`src/rtl/axil_arb_pkg.sv`:
```
// +----------------------------------------------------------------------------+
// | axil_arb_pkg : shared types, mode constants and width helper for the       |
// |                AXI-Lite write-channel arbiter.        Rev 1.0              |
// +----------------------------------------------------------------------------+
`default_nettype none

package axil_arb_pkg;

  typedef enum logic [0:0] {
    IDLE = 1'b0,
    ACKN = 1'b1
  } arb_state_t;

  localparam int ARB_FIXED = 0;
  localparam int ARB_RR    = 1;

  // A single master still needs a 1-bit index port.
  function automatic int cdr_width(input int n);
    return (n > 1) ? $clog2(n) : 1;
  endfunction

endpackage

`default_nettype wire

```
`src/rtl/axil_arb_pick.sv`:
```
// +----------------------------------------------------------------------------+
// | axil_arb_pick : combinational request picker, fixed priority or rotating   |
// |                 search from rr_ptr.                  Rev 1.0               |
// +----------------------------------------------------------------------------+
`default_nettype none

module axil_arb_pick
  import axil_arb_pkg::*;
#(
  parameter int NUMBER_MASTER = 4,
  parameter int CDR_W         = cdr_width(NUMBER_MASTER)
) (
  input  logic [NUMBER_MASTER-1:0] request,
  input  logic [CDR_W-1:0]         rr_ptr,
  input  logic                     mode,
  output logic [NUMBER_MASTER-1:0] grant,
  output logic [CDR_W-1:0]         grant_idx,
  output logic                     found
);

  always_comb begin
    logic [CDR_W-1:0] start;
    logic [CDR_W:0]   pos;
    logic [CDR_W-1:0] idx;

    grant     = '0;
    grant_idx = '0;
    found     = 1'b0;
    start     = mode ? rr_ptr : '0;
    pos       = '0;
    idx       = '0;

    // Walk the masters starting at 'start', wrapping at NUMBER_MASTER.
    for (int i = 0; i < NUMBER_MASTER; i++) begin
      pos = {1'b0, start} + (CDR_W+1)'(i);
      if (pos >= (CDR_W+1)'(NUMBER_MASTER)) begin
        pos = pos - (CDR_W+1)'(NUMBER_MASTER);
      end
      idx = pos[CDR_W-1:0];
      if (!found && request[idx]) begin
        found      = 1'b1;
        grant[idx] = 1'b1;
        grant_idx  = idx;
      end
    end
  end

endmodule

`default_nettype wire

```
`src/rtl/axil_arbiter_wr.sv`:
```
// +----------------------------------------------------------------------------+
// | axil_arbiter_wr : AXI-Lite write arbiter, grant held until B handshake.    |
// | Optional watchdog enabled by defining AXIL_ARB_TIMEOUT_EN.   Rev 1.0       |
// +----------------------------------------------------------------------------+
`default_nettype none

module axil_arbiter_wr
  import axil_arb_pkg::*;
#(
  parameter int NUMBER_MASTER  = 4,
  parameter int ARB_MODE       = ARB_FIXED,
  parameter int TIMEOUT_CYCLES = 256
) (
  input  logic                                 aclk,
  input  logic                                 aresetn,
  input  logic [NUMBER_MASTER-1:0]             request_wr,
  output logic [NUMBER_MASTER-1:0]             grant_wr,
  output logic [cdr_width(NUMBER_MASTER)-1:0]  grant_wr_cdr,
  input  logic                                 s_axil_bvalid,
  input  logic [NUMBER_MASTER-1:0]             m_axil_bready,
  output logic                                 busy,
  output logic                                 timeout_err
);

  localparam int CDR_W = cdr_width(NUMBER_MASTER);

  if (NUMBER_MASTER < 1 || NUMBER_MASTER > 16 || TIMEOUT_CYCLES < 2 ||
      (ARB_MODE != ARB_FIXED && ARB_MODE != ARB_RR)) begin : g_cfg_check
    $error("axil_arbiter_wr: illegal parameter combination");
  end

  arb_state_t               state_q, state_d;
  logic [NUMBER_MASTER-1:0] grant_q, grant_d;
  logic [CDR_W-1:0]         cdr_q, cdr_d;
  logic [CDR_W-1:0]         rr_ptr_q, rr_ptr_d;
  logic [CDR_W:0]           rr_next;

  logic [NUMBER_MASTER-1:0] pick_grant;
  logic [CDR_W-1:0]         pick_idx;
  logic                     pick_found;
  logic                     b_hs;

`ifdef AXIL_ARB_TIMEOUT_EN
  localparam int CNT_W = $clog2(TIMEOUT_CYCLES);
  logic [CNT_W-1:0] cnt_q, cnt_d;
  logic             timeout_q, timeout_d;
`endif

  axil_arb_pick #(
    .NUMBER_MASTER (NUMBER_MASTER),
    .CDR_W         (CDR_W)
  ) u_pick (
    .request   (request_wr),
    .rr_ptr    (rr_ptr_q),
    .mode      (ARB_MODE == ARB_RR),
    .grant     (pick_grant),
    .grant_idx (pick_idx),
    .found     (pick_found)
  );

  assign b_hs = s_axil_bvalid && m_axil_bready[cdr_q];

  always_comb begin
    state_d  = state_q;
    grant_d  = grant_q;
    cdr_d    = cdr_q;
    rr_ptr_d = rr_ptr_q;
    rr_next  = {1'b0, pick_idx} + (CDR_W+1)'(1);
`ifdef AXIL_ARB_TIMEOUT_EN
    cnt_d     = cnt_q;
    timeout_d = 1'b0;
`endif

    case (state_q)
      IDLE: begin
        if (pick_found) begin
          state_d  = ACKN;
          grant_d  = pick_grant;
          cdr_d    = pick_idx;
          rr_ptr_d = (rr_next == (CDR_W+1)'(NUMBER_MASTER)) ? '0 : rr_next[CDR_W-1:0];
`ifdef AXIL_ARB_TIMEOUT_EN
          cnt_d    = '0;
`endif
        end
      end
      ACKN: begin
        // A handshake always takes precedence over the watchdog.
        if (b_hs) begin
          state_d = IDLE;
          grant_d = '0;
          cdr_d   = '0;
        end
`ifdef AXIL_ARB_TIMEOUT_EN
        else if (cnt_q == CNT_W'(TIMEOUT_CYCLES - 1)) begin
          state_d   = IDLE;
          grant_d   = '0;
          cdr_d     = '0;
          timeout_d = 1'b1;
        end else begin
          cnt_d = cnt_q + CNT_W'(1);
        end
`endif
      end
      default: begin
        state_d = IDLE;
        grant_d = '0;
        cdr_d   = '0;
      end
    endcase
  end

  always_ff @(posedge aclk or negedge aresetn) begin
    if (!aresetn) begin
      state_q  <= IDLE;
      grant_q  <= '0;
      cdr_q    <= '0;
      rr_ptr_q <= '0;
`ifdef AXIL_ARB_TIMEOUT_EN
      cnt_q     <= '0;
      timeout_q <= 1'b0;
`endif
    end else begin
      state_q  <= state_d;
      grant_q  <= grant_d;
      cdr_q    <= cdr_d;
      rr_ptr_q <= rr_ptr_d;
`ifdef AXIL_ARB_TIMEOUT_EN
      cnt_q     <= cnt_d;
      timeout_q <= timeout_d;
`endif
    end
  end

  assign grant_wr     = grant_q;
  assign grant_wr_cdr = cdr_q;
  assign busy         = (state_q == ACKN);

`ifdef AXIL_ARB_TIMEOUT_EN
  assign timeout_err = timeout_q;
`else
  assign timeout_err = 1'b0;
`endif

endmodule

`default_nettype wire
```
`config.mk`:
```
export PLATFORM = sky130hd
export DESIGN_NAME = axil_arbiter_wr
export DESIGN_NICKNAME = d
export VERILOG_FILES = /design/src/rtl/axil_arb_pkg.sv /design/src/rtl/axil_arb_pick.sv /design/src/rtl/axil_arbiter_wr.sv
export SDC_FILE = /design/constraint.sdc
export NUM_CORES = 1
export LEC_CHECK = 0
export BUFFER_PORTS_ARGS = -buffer_cell sky130_fd_sc_hd__buf_4
export CAP_MARGIN = 10
export CORE_AREA = 2 2 39 41
export DETAILED_ROUTE_END_ITERATION = 16
export DIE_AREA = 0 0 41 43
export PLACE_DENSITY = 0.59
export SYNTH_ARGS = -nofsm -noshare
export SYNTH_HDL_FRONTEND = slang
export SYNTH_SLANG_ARGS = --single-unit
```
`constraint.sdc`:
```
create_clock -name aclk -period 1.32 [get_ports aclk]
set_clock_uncertainty 0.2 [all_clocks]
set_input_delay 0.066 -clock aclk [delete_from_list [all_inputs] [get_ports aclk]]
set_output_delay 0.066 -clock aclk [all_outputs]
set_load 0.02 [all_outputs]
```
==> impl_metrics.csv <==
group,metric,value,unit
setup_path,crit_slowest_cell,"dfrtp_2",
setup_path,critPathLaunchType,"register",
floorplanning,coreArea,1384,µm²
global_route,grt_pass1_wl,1538,µm
global_route,gr-usage-all-layers,13.25,%
global_route,grt_pass1_vias,402,
place,port_buffers,17,
place,routabilityCongestion,0.7382,
setup_path,cp-end-kind,"register",
sta,finalCriticalPeriod,1.382,ns
power,p_leak,0.2983,nW
synth,synth_seq_cells,7,
sta,finalSetupViolCount,6,
synth,syn_nets,50,
sta,hold_viol_final,0,
cells_and_area,fillCellCount,134,
synth,ys_seq_area_share,46.98,%
power,share_seq_of_total_power,32.1,%
synth,ys_types,19,
power,comb_power_share,50.8,%
route,wire_per_inst,12.98,µm
route,drc,0,
power,p_sw_share,38.49,%
sta,max_freq,723.6,MHz
run_status,violations,"setup timing",
setup_path,worst-path-buf-inv,0,
worst_hold_path,hold_path_class,"input pin to register",
power,power_density,1666,nW/µm²
synth,netlist_top_cells_area,"dfrtp_1 47%, o21ai_0 8.1%, nor4_4 5.7%",
clocking,cts_sinks,7,
sta,rsz0062_at_grt,"true",
route,drtPass1Iterations,4,
synth,synth_area,372.9,µm²
power,power_frac_clock,17.1,%
setup_path,crit_required,1.24,ns
setup_path,cp_top_family,"flip-flops",
setup_path,r2r_slack,-0.06,ns
setup_path,worstReg2RegStart,"grant_wr_cdr[0]$_DFFE_PN0P_",
route,dr.first_iter.drc_count,18,
cells_and_area,area.growth.synth_to_final,79.19,%
setup_path,cp.arrival,1.30,ns
synth,synth_cells,39,
floorplanning,dieHeight,43,µm
power,ir_worst_vdd,0.4919,mV
setup_path,crit_cells,3,
route,viasPerCell,5.083,
global_route,overflow,0,
clocking,numCtsBuffers,3,
setup_path,crit_fanout,6,
clocking,clock_latency,0.25,ns
synth,ys_warn_count,0,
floorplanning,dieArea,1763,µm²
sta,post-route-period-util,104.7,%
global_route,grt_max_degree,10,
setup_path,crit_end,"grant_wr_cdr[0]$_DFFE_PN0P_",
flow_run,maxCapViolCount,0,
clocking,cts_max_level,1,
synth,synth_top_area_share,46.98,%
route,drtAntennaViolNets,0,
setup_path,worstReg2RegEnd,"grant_wr_cdr[0]$_DFFE_PN0P_",
synth,synth_area_per_cell,9.560,µm²
route,vias,427,
run_status,status,"finished with violations",
sta,slew_violations,0,
sta,fin_hold_ws,0.02357,ns
floorplanning,rows,14,
floorplanning,io_pins,19,
setup_path,critical_path_class,"register to register",
sta,setup_tns,-0.2382,ns
place,dpl_worst_slack,-0.01647,ns
clocking,cts_root_buf,"clkbuf_4",
route,routed_wl,1090,µm
clocking,path_clk_slew,0.05,ns
cells_and_area,finalNetCount,80,
power,p_int,0.0006847,W
synth,yosysTopAreaCell,"dfrtp_1",
sta,fin_ws,-0.06205,ns
clocking,clockBufferDepth,2,
setup_path,ff2ff_path_depth,3,
floorplanning,die_width,41,µm
setup_path,crit_path_max_incr_delay,0.45,ns
floorplanning,initial_core_util,26.94,%
global_route,grt_antenna_before_repair,0,
clocking,cts_tree,"yes",
cells_and_area,antenna-diode-count,0,
setup_path,startpoint,"grant_wr_cdr[0]$_DFFE_PN0P_",
place,dp_hpwl,667,µm
power,power_switching,0.0004284,W
setup_path,cp_cell_sequence,"mux2i_4, o22ai_4, o32ai_2",
cells_and_area,drive_gt1_share,45.59,%
## per-stage QoR
step / area (µm²) / util [%] / std cells / power (W)
floorplan: 377.9 / - / 39 / 0.0005933
global placement: 528.0 / 38.16 / 72 / 0.0008013
detailed placement: 528.0 / 38.16 / 72 / 0.0008006
CTS: 631.9 / 45.66 / 84 / 0.001033
global route: 668.1 / 48.28 / 84 / 0.001189
finish: 668.1 / 48.28 / 84 / 0.001113
## power groups by stage
stage	Sequential (W)	Clock, W	Combinational (W)
final	0.000357	0.000191	0.000565
after global routing	0.000369	0.000218	0.000603
after CTS	0.000343	0.000199	0.000491
after detailed placement	0.000348	0	0.000453
after global placement	0.000344	0	0.000458
after floorplan	0.000429	0	0.000164
## area by class of cell
cell class	instances	area [µm²]	area share (%)
Sequential cell	7	176.4	26.40
Clock buffer	4	26.28	3.933
Tap cell	16	20.02	2.996
Inverter	2	7.507	1.124
Multi-Input combinational cell	28	220.2	32.96
Timing Repair Buffer	27	217.7	32.58
## logic make-up (layout without fill, tap and decap cells)
group | count (synthesis) | in the layout | synth area share (%)
other | 1 | 1 | 1.006
flip-flops | 7 | 7 | 46.98
AND/OR/NAND/NOR | 10 | 10 | 16.78
multiplexers | 2 | 2 | 5.369
buffers and inverters | 4 | 33 | 5.369
AO/OA/AOI/OAI | 15 | 15 | 24.50
## state kept, by name, summed over array words and instances, names as in the netlist
name,count
busy,1
grant_wr_cdr,2
grant_wr,4
## cells in the mapped netlist
cell,count
dfrtp_1,7
o22ai_2,1
mux2i_1,2
o21ai_1,3
nand2_1,3
o221ai_1,1
inv_1,2
o32ai_1,1
nand3b_1,1
nor4_4,1
nor2_1,2
a21oi_1,2
buf_4,1
conb_1,1
nand3_1,2
buf_2,1
o22ai_1,1
nor3_1,1
o21ai_0,6
## cell usage in the layout (no fill, tap or decap)
cell type	n
clkbuf_4	3
dfrtp_2	1
nand2_1	3
conb_1	1
dlygate4sd3_1	6
o21ai_0	5
inv_1	2
nand3_1	2
o21ai_1	4
nor2_1	2
nand3b_1	1
mux2i_4	1
a21oi_1	2
dfrtp_1	6
o32ai_2	1
mux2i_2	1
o22ai_4	1
buf_4	21
nor3_4	1
o22ai_1	1
nor4_4	1
o221ai_1	1
clkbuf_1	1
## worst min path at each step
stage | startpoint | end | cells after the start
2_1_floorplan | aresetn | busy$_DFF_PN0_ | 0
6_report | request_wr[1] | grant_wr[3]$_DFFE_PN0P_ | 4
4_1_cts | request_wr[1] | grant_wr[1]$_DFFE_PN0P_ | 4
3_5_place_dp | aresetn | grant_wr[3]$_DFFE_PN0P_ | 1
3_3_place_gp | aresetn | grant_wr[3]$_DFFE_PN0P_ | 1
5_1_grt | request_wr[1] | grant_wr[3]$_DFFE_PN0P_ | 4
## timing repair
item / CTS / global route
hold buffers: 7 / 0
setup buffers: 1 / 0
resized for setup: 0 / 9
hold endpoints to repair: 14 / 0
endpoints found under the setup margin: 3 / 7
pin swaps: 0 / 6
## per-layer routing
metal | up-vias | GRT usage (%) | wire length, µm
met5 | - | 0 | 0
met1 | 208 | 15.46 | 435
met2 | 16 | 19.06 | 565
met3 | 2 | 1.571 | 70
met4 | 0 | 13.33 | 19
li1 | 201 | - | -
## worst register-to-register path, delay by kind of cell, from the launching register on
| kind | cells | cell delay [ns] |
|---|---|---|
| AOI/OAI and AO/OA | 2 | 0.39 |
| DFF | 1 | 0.45 |
| muxes | 1 | 0.21 |
Power figures use the tool's default switching activity.
